File: config.mk
export PLATFORM = sky130hd
export DESIGN_NAME = microcode_sequencer
export DESIGN_NICKNAME = d
export VERILOG_FILES = /design/src/rtl/microcode_sequencer.sv
export SDC_FILE = /design/constraint.sdc
export NUM_CORES = 1
export LEC_CHECK = 0
export ABC_AREA = 1
export CORE_UTILIZATION = 35
export CTS_CLUSTER_DIAMETER = 200
export DETAILED_ROUTE_END_ITERATION = 12
export HOLD_SLACK_MARGIN = 0.1
export PLACE_DENSITY = 0.73
export SLEW_MARGIN = 20
export SYNTH_ARGS = -nofsm -noshare
export SYNTH_HDL_FRONTEND = slang
export SYNTH_SLANG_ARGS = --single-unit
File: constraint.sdc
create_clock -name clk -period 2.2 [get_ports clk]
set_input_delay 0.33 -clock clk [delete_from_list [all_inputs] [get_ports clk]]
set_output_delay 0.33 -clock clk [all_outputs]
set_load 0.02 [all_outputs]
File: src/rtl/microcode_sequencer.sv
// SAP-1.5 fetch/execute sequencer: T-state FSM with strobes decoded from the registered state and the live opcode and flags.
// Optional build macro SINGLE_STEP_EN adds step_mode/step_pulse for one-instruction-per-pulse stepping.
module microcode_sequencer #(
  parameter int OPCODE_WIDTH = 4,
  parameter int FIXED_CYCLES = 0
) (
  input  logic                    clk,
  input  logic                    reset,
  input  logic [OPCODE_WIDTH-1:0] opcode,
  input  logic                    flag_carry,
  input  logic                    flag_zero,
`ifdef SINGLE_STEP_EN
  input  logic                    step_mode,
  input  logic                    step_pulse,
`endif
  output logic [2:0]              bus_src,
  output logic                    load_mar,
  output logic                    load_ir,
  output logic                    load_a,
  output logic                    load_b,
  output logic                    load_out,
  output logic                    load_pc,
  output logic                    load_flags,
  output logic                    ram_we,
  output logic                    pc_inc,
  output logic                    alu_sub,
  output logic                    halted,
  output logic [2:0]              t_state
);

  typedef enum logic [2:0] {
    ST_F0   = 3'd0,
    ST_F1   = 3'd1,
    ST_E0   = 3'd2,
    ST_E1   = 3'd3,
    ST_E2   = 3'd4,
    ST_HALT = 3'd7
  } state_e;

  localparam logic [OPCODE_WIDTH-1:0] OP_LDA = OPCODE_WIDTH'(1);
  localparam logic [OPCODE_WIDTH-1:0] OP_LDB = OPCODE_WIDTH'(2);
  localparam logic [OPCODE_WIDTH-1:0] OP_ADD = OPCODE_WIDTH'(3);
  localparam logic [OPCODE_WIDTH-1:0] OP_SUB = OPCODE_WIDTH'(4);
  localparam logic [OPCODE_WIDTH-1:0] OP_STA = OPCODE_WIDTH'(5);
  localparam logic [OPCODE_WIDTH-1:0] OP_LDI = OPCODE_WIDTH'(6);
  localparam logic [OPCODE_WIDTH-1:0] OP_JMP = OPCODE_WIDTH'(7);
  localparam logic [OPCODE_WIDTH-1:0] OP_JC  = OPCODE_WIDTH'(8);
  localparam logic [OPCODE_WIDTH-1:0] OP_JZ  = OPCODE_WIDTH'(9);
  localparam logic [OPCODE_WIDTH-1:0] OP_OUT = OPCODE_WIDTH'(14);
  localparam logic [OPCODE_WIDTH-1:0] OP_HLT = OPCODE_WIDTH'(15);

  state_e state_q, state_d;
  // run_q keeps F0 silent until the first rising edge after reset release
  logic   run_q;
  logic   step_hold;
  logic   is_mem, is_alu, is_hlt, last_step;

`ifdef SINGLE_STEP_EN
  assign step_hold = step_mode && !step_pulse;
`else
  assign step_hold = 1'b0;
`endif

  assign is_alu = (opcode == OP_ADD) || (opcode == OP_SUB);
  assign is_mem = is_alu || (opcode == OP_LDA) || (opcode == OP_LDB) || (opcode == OP_STA);
  assign is_hlt = (opcode == OP_HLT);

  always_comb begin
    last_step = 1'b1;
    if (FIXED_CYCLES != 0) begin
      last_step = (state_q == ST_E2);
    end else begin
      case (state_q)
        ST_E0:   last_step = !is_mem;
        ST_E1:   last_step = !is_alu;
        default: last_step = 1'b1;
      endcase
    end
  end

  always_comb begin
    state_d = state_q;
    case (state_q)
      ST_F0:   if (run_q && !step_hold) state_d = ST_F1;
      ST_F1:   state_d = ST_E0;
      ST_E0, ST_E1, ST_E2: begin
        if (last_step)               state_d = is_hlt ? ST_HALT : ST_F0;
        else if (state_q == ST_E0)   state_d = ST_E1;
        else                         state_d = ST_E2;
      end
      ST_HALT: state_d = ST_HALT;
      default: state_d = ST_F0;
    endcase
  end

  always_ff @(posedge clk or negedge reset) begin
    if (!reset) begin
      state_q <= ST_F0;
      run_q   <= 1'b0;
    end else begin
      state_q <= state_d;
      run_q   <= 1'b1;
    end
  end

  assign t_state = state_q;
  assign halted  = (state_q == ST_HALT);

  always_comb begin
    bus_src    = 3'd0;
    load_mar   = 1'b0;
    load_ir    = 1'b0;
    load_a     = 1'b0;
    load_b     = 1'b0;
    load_out   = 1'b0;
    load_pc    = 1'b0;
    load_flags = 1'b0;
    ram_we     = 1'b0;
    pc_inc     = 1'b0;
    alu_sub    = 1'b0;
    case (state_q)
      ST_F0: if (run_q && !step_hold) begin
        bus_src  = 3'd1;
        load_mar = 1'b1;
      end
      ST_F1: begin
        bus_src = 3'd2;
        load_ir = 1'b1;
        pc_inc  = 1'b1;
      end
      ST_E0: begin
        if (is_mem) begin
          bus_src  = 3'd3;
          load_mar = 1'b1;
        end else if (opcode == OP_LDI) begin
          bus_src = 3'd3;
          load_a  = 1'b1;
        end else if ((opcode == OP_JMP) || ((opcode == OP_JC) && flag_carry) ||
                     ((opcode == OP_JZ) && flag_zero)) begin
          bus_src = 3'd3;
          load_pc = 1'b1;
        end else if (opcode == OP_OUT) begin
          bus_src  = 3'd5;
          load_out = 1'b1;
        end
      end
      ST_E1: begin
        if (opcode == OP_LDA) begin
          bus_src = 3'd2;
          load_a  = 1'b1;
        end else if ((opcode == OP_LDB) || is_alu) begin
          bus_src = 3'd2;
          load_b  = 1'b1;
        end else if (opcode == OP_STA) begin
          // RAM is written from A, so the bus is never sourced by RAM here
          bus_src = 3'd5;
          ram_we  = 1'b1;
        end
      end
      ST_E2: if (is_alu) begin
        bus_src    = 3'd4;
        load_a     = 1'b1;
        load_flags = 1'b1;
        alu_sub    = (opcode == OP_SUB);
      end
      default: ;
    endcase
  end

endmodule

# Word level (Yosys, flattened, before mapping)
# Index checks and enable logic that the tools add are counted.
# classes
eq_ne	17
n_mux	44
reduce_logical	13
# op_table
operator	count
2-to-1 mux 3 bit	12
2-to-1 mux 1 bit	27
== test 4 x 3 -> 1 bit (second input constant)	4
== test 4 bit (second input constant)	4
one-hot mux 3 bit (5 select lines)	1
one-hot mux 3 bit (4 select lines)	1
== test 4 x 2 -> 1 bit (second input constant)	2
logical OR 1 bit	7
== test 3 x 2 -> 1 bit (second input constant)	2
== test 3 bit (second input constant)	2
== test 4 x 1 -> 1 bit (second input constant)	1
one-hot mux 1 bit (2 select lines)	2
== test 3 x 1 -> 1 bit (second input constant)	1
logical NOT 3 bit	1
one-hot mux 1 bit (3 select lines)	1
OR reduction 3 bit	1
logical AND 1 bit	2
logical NOT 1 bit	2
inequality test 2 bit (second input constant)	1
# totals
register_bits	4
input_bits	8
out_inout_bits	17
elab_cells	76

# Depth between registers and ports, before layout
# Gate-level depths: netlist of run 1.
# depth
word_depth	9
ltp_mapped	10
depth_no_buf	10

# Worst setup path after synthesis of run 1
# Ideal clock, no wire load.
# synth_timing
path_type	reg-to-output
start	reg state_q[2] (netlist: t_state[2])
end	out bus_src[1]
arrival_ns	1.464
t_required_ns	1.870
slack_ns	0.406
stages_incl_launch_ff	8
path_buffers	0
cell_sequence	dfrtp_1 > nor2_1 > inv_1 > nor2_1 > inv_1 > nand2_1 > nor2_1 > nand2_1
# synth_via
elab_chain_len	2
word_cells_on_any_way	6
cone_classes	eq/ne (4); mux (1); reduce/logical (1)
# synth_rtl
item	line_no	source
from (decl)	52	state_e state_q, state_d;
from (signal assigned)	101	state_q <= state_d;
== test 3 bit, or another cell as far along	121	case (state_q)
one-hot mux 3 bit (5 select lines) (*)	121	
to (decl)	16	output logic [2:0] bus_src,
# Every way passes the cells marked *; elsewhere a longest branch is shown, timed or not.

# Worst setup path in the final report of run 1
# layout_timing
start	in opcode[2]
end	out load_flags
# layout_via
elab_chain_len	4
word_cells_on_any_way	5
cone_classes	eq/ne (2); mux (2); reduce/logical (1)
# layout_rtl
item	line_no	source
from (decl)	9	input logic [OPCODE_WIDTH-1:0] opcode,
== test 4 x 2 -> 1 bit or == test 4 x 3 -> 1 bit (tied branches)	64	assign is_alu = (opcode == OP_ADD) || (opcode == OP_SUB);
logical OR 1 bit (*)	64	
2-to-1 mux 1 bit (*)	160	ST_E2: if (is_alu) begin
2-to-1 mux 1 bit (*)	121	
to (decl)	23	output logic load_flags,
# Marked as above.

==> run metrics, run 1 <==
status=complete, no violations; synthesized area=473 um2; total power=between 0.6 and 0.7 mW; gpl congestion=roughly 0.86; Setup violations, final=0; Final Hold Fails=0; setup_tns=0 ns; DIE AREA=approximately 1500 um2; Pre-antenna DRT Iters=4; H-tree levels=1; Die X=38.8 um; PnR worst setup slack=between 0.1 and 0.15 ns; Max Clk Rate=~480 MHz; Worst Setup End Kind=output port; root buffer cell=clkbuf_4; fraction of layout cells with a size suffix above 1=0.233; # clock sinks=4; Worst-Skew Late Latency=approximately 0.22 ns; DRC viols=0; Place WS=-0.265 ns; Reg2Reg Depth=10; fin crit share=0.940; Ports=25; ANT nets after route=0; RSZ-0062 raised after global routing=no; Wirelength per Cell=approximately 9 um; Max Slew Vio Count=0; vias in the first global route=490; kind of critical path=in2out; crit path DAT=about 1.7 ns; leakage power=about 0.45 nW; Critical Path RT=~1.9 ns; CP Launch Type=primary input; DR vias=between 500 and 600; crit-path max FO=4; flops & latches, synth=4; Clock Skew=0.00155 ns; core area=approximately 1200 um2; global-route wire length before repair=a little under 2 mm; worst hold path class=in2async; DRT Wirelength=1.19 mm; initial core utilization=0.399; syn nets=93; CTS tree=done; Gate Count Post-Synth=between 80 and 90; initial antenna violation count=0; maximum vdd drop=approximately 0.54 mV; Area growth, synth to finish=61.1%; CTS buffer count=3; sequential area share after synthesis=0.212; total congestion overflow=0; Layout Utilization=0.642; GRT Overall Usage=0.192; cell area after layout=762 um2; Cell Area, Placed=~760 um2; Die Span Y=between 30 and 40 um; Post-layout nets=126; post-DR vias/cell=4.60; Mean Syn Cell Area=between 5 and 6 um2; port bufs=24; Diodes inserted=0; Max Cap Viol=0; Cell variety after synth=22; Post-CTS Hold Fix Bufs=0; initial drt markers=14; cts repair resizes=12; Pwr Density=between 800 and 900 nW/um2; largest net degree at the start of global routing=9; Tmin final=2.07 ns; Post CTS Setup Buffer Count=0; num rows=12; synth warn=0; clock transition at the registers of the reported paths=~0.04 ns; Detailed Place HPWL=approximately 1.0 mm; CTS max path bufs=2
[stage by stage]
stage / hold slack, ns / cells
global placement: 0.537 / 127
finish: 0.301 / 130
detailed placement: 0.540 / 127
global route: 0.315 / 130
CTS: 0.300 / 130
floorplan: 0.0344 / 85
[path summary, 6_finish.rpt]
check	slack, ns	to	startpoint
max in group asynchronous	1.74	t_state[2]	reset
setup / recovery	0.13	load_flags	opcode[2]
hold reg to reg	0.56	t_state[0]	run_q
min in group clk	0.56	t_state[0]	run_q
hold / removal	0.30	t_state[0]	reset
setup reg to reg	0.87	t_state[0]	t_state[2]
[placed cells by master (no fill, tap or decap)]
cell	instances
inv_2	4
o21ai_1	1
inv_1	13
dlygate4sd2_1	6
o21ai_2	1
o311ai_1	1
nor2_2	3
clkdlybuf4s15_1	1
a21oi_1	1
clkbuf_4	3
nand3_1	11
clkdlybuf4s50_1	11
dfrtp_1	4
clkbuf_2	5
a31oi_2	1
buf_4	6
nand3_2	1
nor2_4	1
nor3_1	1
o21ai_0	1
conb_1	1
nor3_2	1
nor2_1	12
nand2_1	23
nand2_2	1
nand4_1	1
dlymetal6s2s_1	1
[state kept, by name (all words and copies together) (netlist names)]
name and flops:
t_state 3, run_q 1
[cells by family (layout without fill, tap and decap cells)]
logic type	after synthesis	after routing	share of synthesized area
AOI/OAI and AO/OA	6	6	0.0820
other	1	1	0.00793
DFF	4	4	0.212
and+or+nand+nor	55	55	0.537
buffers and inverters	19	50	0.161
[critical path, stage by stage]
cell and delay [ns]:
clkdlybuf4s50_1 0.51, inv_1 0.09, nor2_4 0.13, nand2_2 0.10
o21ai_2 0.07, nand3_1 0.10, inv_1 0.09, clkdlybuf4s15_1 0.30
[layer usage]
metal / wire (um) / global-route usage
met5: 0 / 0
met4: 0 / 0.0776
met3: 46 / 0.0405
met2: 530 / 0.317
met1: 617 / 0.240
[synth_stat cells (all sizes together)]
cell type	number	area, um2
a21oi	1	5.00
dfrtp	4	100
inv	17	63.8
nand4	1	6.26
o311ai	1	8.76
nand2	24	92.6
conb	1	3.75
buf	2	12.5
a31oi	1	6.26
nand3	12	65.1
nor3	2	15.0
o21ai	3	18.8
nor2	16	75.1
[final cells by class]
| cell class | instances | area [um2] |
|---|---|---|
| fill | 120 | 424 |
| multi-input combinational | 62 | 303 |
| timing repair buffer | 30 | 255 |
| sequential | 4 | 100 |
| inverter | 17 | 63.8 |
| clock buffer | 3 | 22.5 |
| tap | 14 | 17.5 |
[power by group]
group	leakage (nW)	switching (mW)	total, mW	internal (mW)
clock network	0.0138	0.0245	0.0851	0.0606
logic	0.389	0.246	0.407	0.162
registers	0.0506	0.0291	0.122	0.0931
total	0.454	0.299	0.615	0.316
Note: power is estimated with default switching activity, not from simulation.
==> run 2, diff against run 1 <==
--- a/config.mk
+++ b/config.mk
@@ -6,11 +6,12 @@
 export NUM_CORES = 1
 export LEC_CHECK = 0
 export ABC_AREA = 1
+export CORE_MARGIN = 10
 export CORE_UTILIZATION = 35
 export CTS_CLUSTER_DIAMETER = 200
 export DETAILED_ROUTE_END_ITERATION = 12
 export HOLD_SLACK_MARGIN = 0.1
-export PLACE_DENSITY = 0.73
+export PLACE_DENSITY = 0.75
 export SLEW_MARGIN = 20
 export SYNTH_ARGS = -nofsm -noshare
 export SYNTH_HDL_FRONTEND = slang
==> run 2 against run 1 <==
Non-clock buffer count up 1. Hold slack better by 0.0023 ns. Clock-buffer cell count unchanged. Critical path depth shrank 2. Setup slack worse by 0.014 ns. Clock skew is 0.00055 ns higher. Sequential power about the same. First-iteration DRC count is 43% lower. Via count increased by 9.2%. Routed wire length increased by 38%. Utilization decreased by 4.7 points. Clock power rose by 2.6%. Critical path type unchanged. Largest cell class unchanged.
==> run metrics, run 2 (synthesized netlist as in run 1, its figures left out) <==
status=complete, no violations; Area growth, synth to finish=61.6%; initial core utilization=0.368 (-0.0307); Layout Utilization=0.595 (-0.0475); Max Cap Viol=0 (unchanged); Max Slew Vio Count=0 (unchanged); initial antenna violation count=0 (unchanged); DR vias=653 (+9.2%); Clock Skew=0.00210 ns (+0.000548 ns); Pwr Density=823 nW/um2 (+2.0%); core area=1280 um2 (+8.3%); CTS max path bufs=2 (unchanged); Post CTS Setup Buffer Count=0 (unchanged); RSZ-0062 raised after global routing=no; H-tree levels=1 (unchanged); Post-layout nets=127 (+0.79%); worst r2r dst=t_state[0]; Max Clk Rate=480 MHz (-0.66%); Tmin final=2.08 ns (+0.0137 ns); Filler cells=149 (+24%); gpl congestion=0.808 (-5.8%); Wirelength per Cell=12.5 um (+36%); cell area after layout=764 um2 (+0.33%); PnR worst setup slack=0.119 ns (-0.0137 ns); # clock sinks=4 (unchanged); kind of critical path=in2out; Reg2Reg Depth=9 (-1); DRT Wirelength=1.65 mm (+38%); CTS buffer count=3 (unchanged); most common cell after layout, fill and taps aside=nand2_1; total power=0.629 mW (+2.3%); Die X=56.8 um (+46%); Worst-Skew Late Latency=0.23 ns (about the same); crit-path max FO=4 (unchanged); DRC viols=0 (unchanged); Setup violations, final=0 (unchanged); port bufs=24 (unchanged); fraction of layout cells with a size suffix above 1=0.239 (+0.00656); CTS tree=done; Diodes inserted=0 (unchanged); post-DR vias/cell=4.95 (+7.5%); global-route wire length before repair=2.77 mm (+41%); Place WS=-0.315 ns (-0.0499 ns); most frequent cells in the layout=23 x nand2_1, 13 x inv_1, 12 x nor2_1, 11 x nand3_1, 11 x clkdlybuf4s50_1; Final Hold Fails=0 (unchanged); Pre-antenna DRT Iters=4 (unchanged); leakage power=0.455 nW (+0.38%); CP Launch Type=primary input; total congestion overflow=0 (unchanged); num rows=13 (+1); GRT Overall Usage=0.0999 (-0.0924); crit path DAT=1.75 ns (about the same); Critical-path top delay cell=clkdlybuf4s50_1; Largest register FFs=3 (unchanged); Die Span Y=56.8 um (+46%); clock transition at the registers of the reported paths=0.04 ns (about the same); Multi-input gate area=303 um2 (unchanged); setup_tns=0 ns (unchanged); Setup crit end=load_b; Critical Path RT=1.87 ns (about the same); DIE AREA=3220 um2 (+110%); FF+latch area=100 um2 (unchanged); FF-to-FF setup slack=0.97 ns (+0.10 ns); Max stage delay on crit path=0.51 ns (about the same); maximum vdd drop=0.552 mV (+2.5%); vias in the first global route=648 (+32%); Ports=25 (unchanged); root buffer cell=clkbuf_4; beginning of the critical path=opcode[2]; ANT nets after route=0 (unchanged); fin crit share=0.946 (+0.00621); worst hold path class=in2async; largest net degree at the start of global routing=8 (-1); worst r2r src=t_state[2]; Cell Area, Placed=772 um2 (+1.1%); initial drt markers=8 (-6); cells along the critical path=clkdlybuf4s50_1, inv_1, nor2_4, nand2_2, a21oi_1, dlygate4sd2_1; Detailed Place HPWL=1.37 mm (+34%); Worst Setup End Kind=output port
==> run 2: through the flow <==
stage	instances	hold slack [ns]
2_1_floorplan	85	0.0344
3_3_place_gp	129	0.537
3_5_place_dp	129	0.548
4_1_cts	132	0.301
5_1_grt	132	0.298
6_report	132	0.303
==> run 2: critical path: cells and delay by family <==
family	cells	cell delay (ns)
AOI/OAI and AO/OA	1	0.22
buffers and inverters	3	0.97
and+or+nand+nor	2	0.23
==> run 2: how the worst min path moves through the flow <==
stage               start    endpoint  slack (ns)  cells past startpoint
floorplan           reset       run_q        0.03                      0
global placement    reset  t_state[1]        0.54                      1
detailed placement  reset  t_state[1]        0.55                      1
CTS                 reset  t_state[1]        0.30                      1
global route        reset  t_state[0]        0.30                      1
finish              reset  t_state[1]        0.30                      1
==> run 2: what timing repair did <==
| action | 4_1_cts | 5_1_grt |
|---|---|---|
| hold buffers | 0 | 0 |
| resized for setup | 17 | 13 |
| pin swaps | 0 | 0 |
| endpoints found under the setup margin | 11 | 6 |
==> run 2: cell type report <==
type                            count  area share
Timing Repair Buffer               31       0.336
Inverter                           17      0.0835
Sequential cell                     4       0.131
Clock buffer                        3      0.0295
Tap cell                           15      0.0245
Multi-Input combinational cell     62       0.396
==> run 2: layer usage <==
layer | up-vias | global-route usage | routed length (um)
met5 | - | 0 | 0
met2 | 27 | 0.166 | 775
li1 | 328 | - | -
met1 | 296 | 0.116 | 708
met3 | 2 | 0.0382 | 153
met4 | 0 | 0.0268 | 14
==> run 2: power breakdown <==
part / internal [mW] / total [mW] / switching (mW)
Clock: 0.0608 / 0.0873 / 0.0265
Sequential: 0.0931 / 0.123 / 0.0302
Combinational: 0.161 / 0.419 / 0.257
Total: 0.315 / 0.629 / 0.314
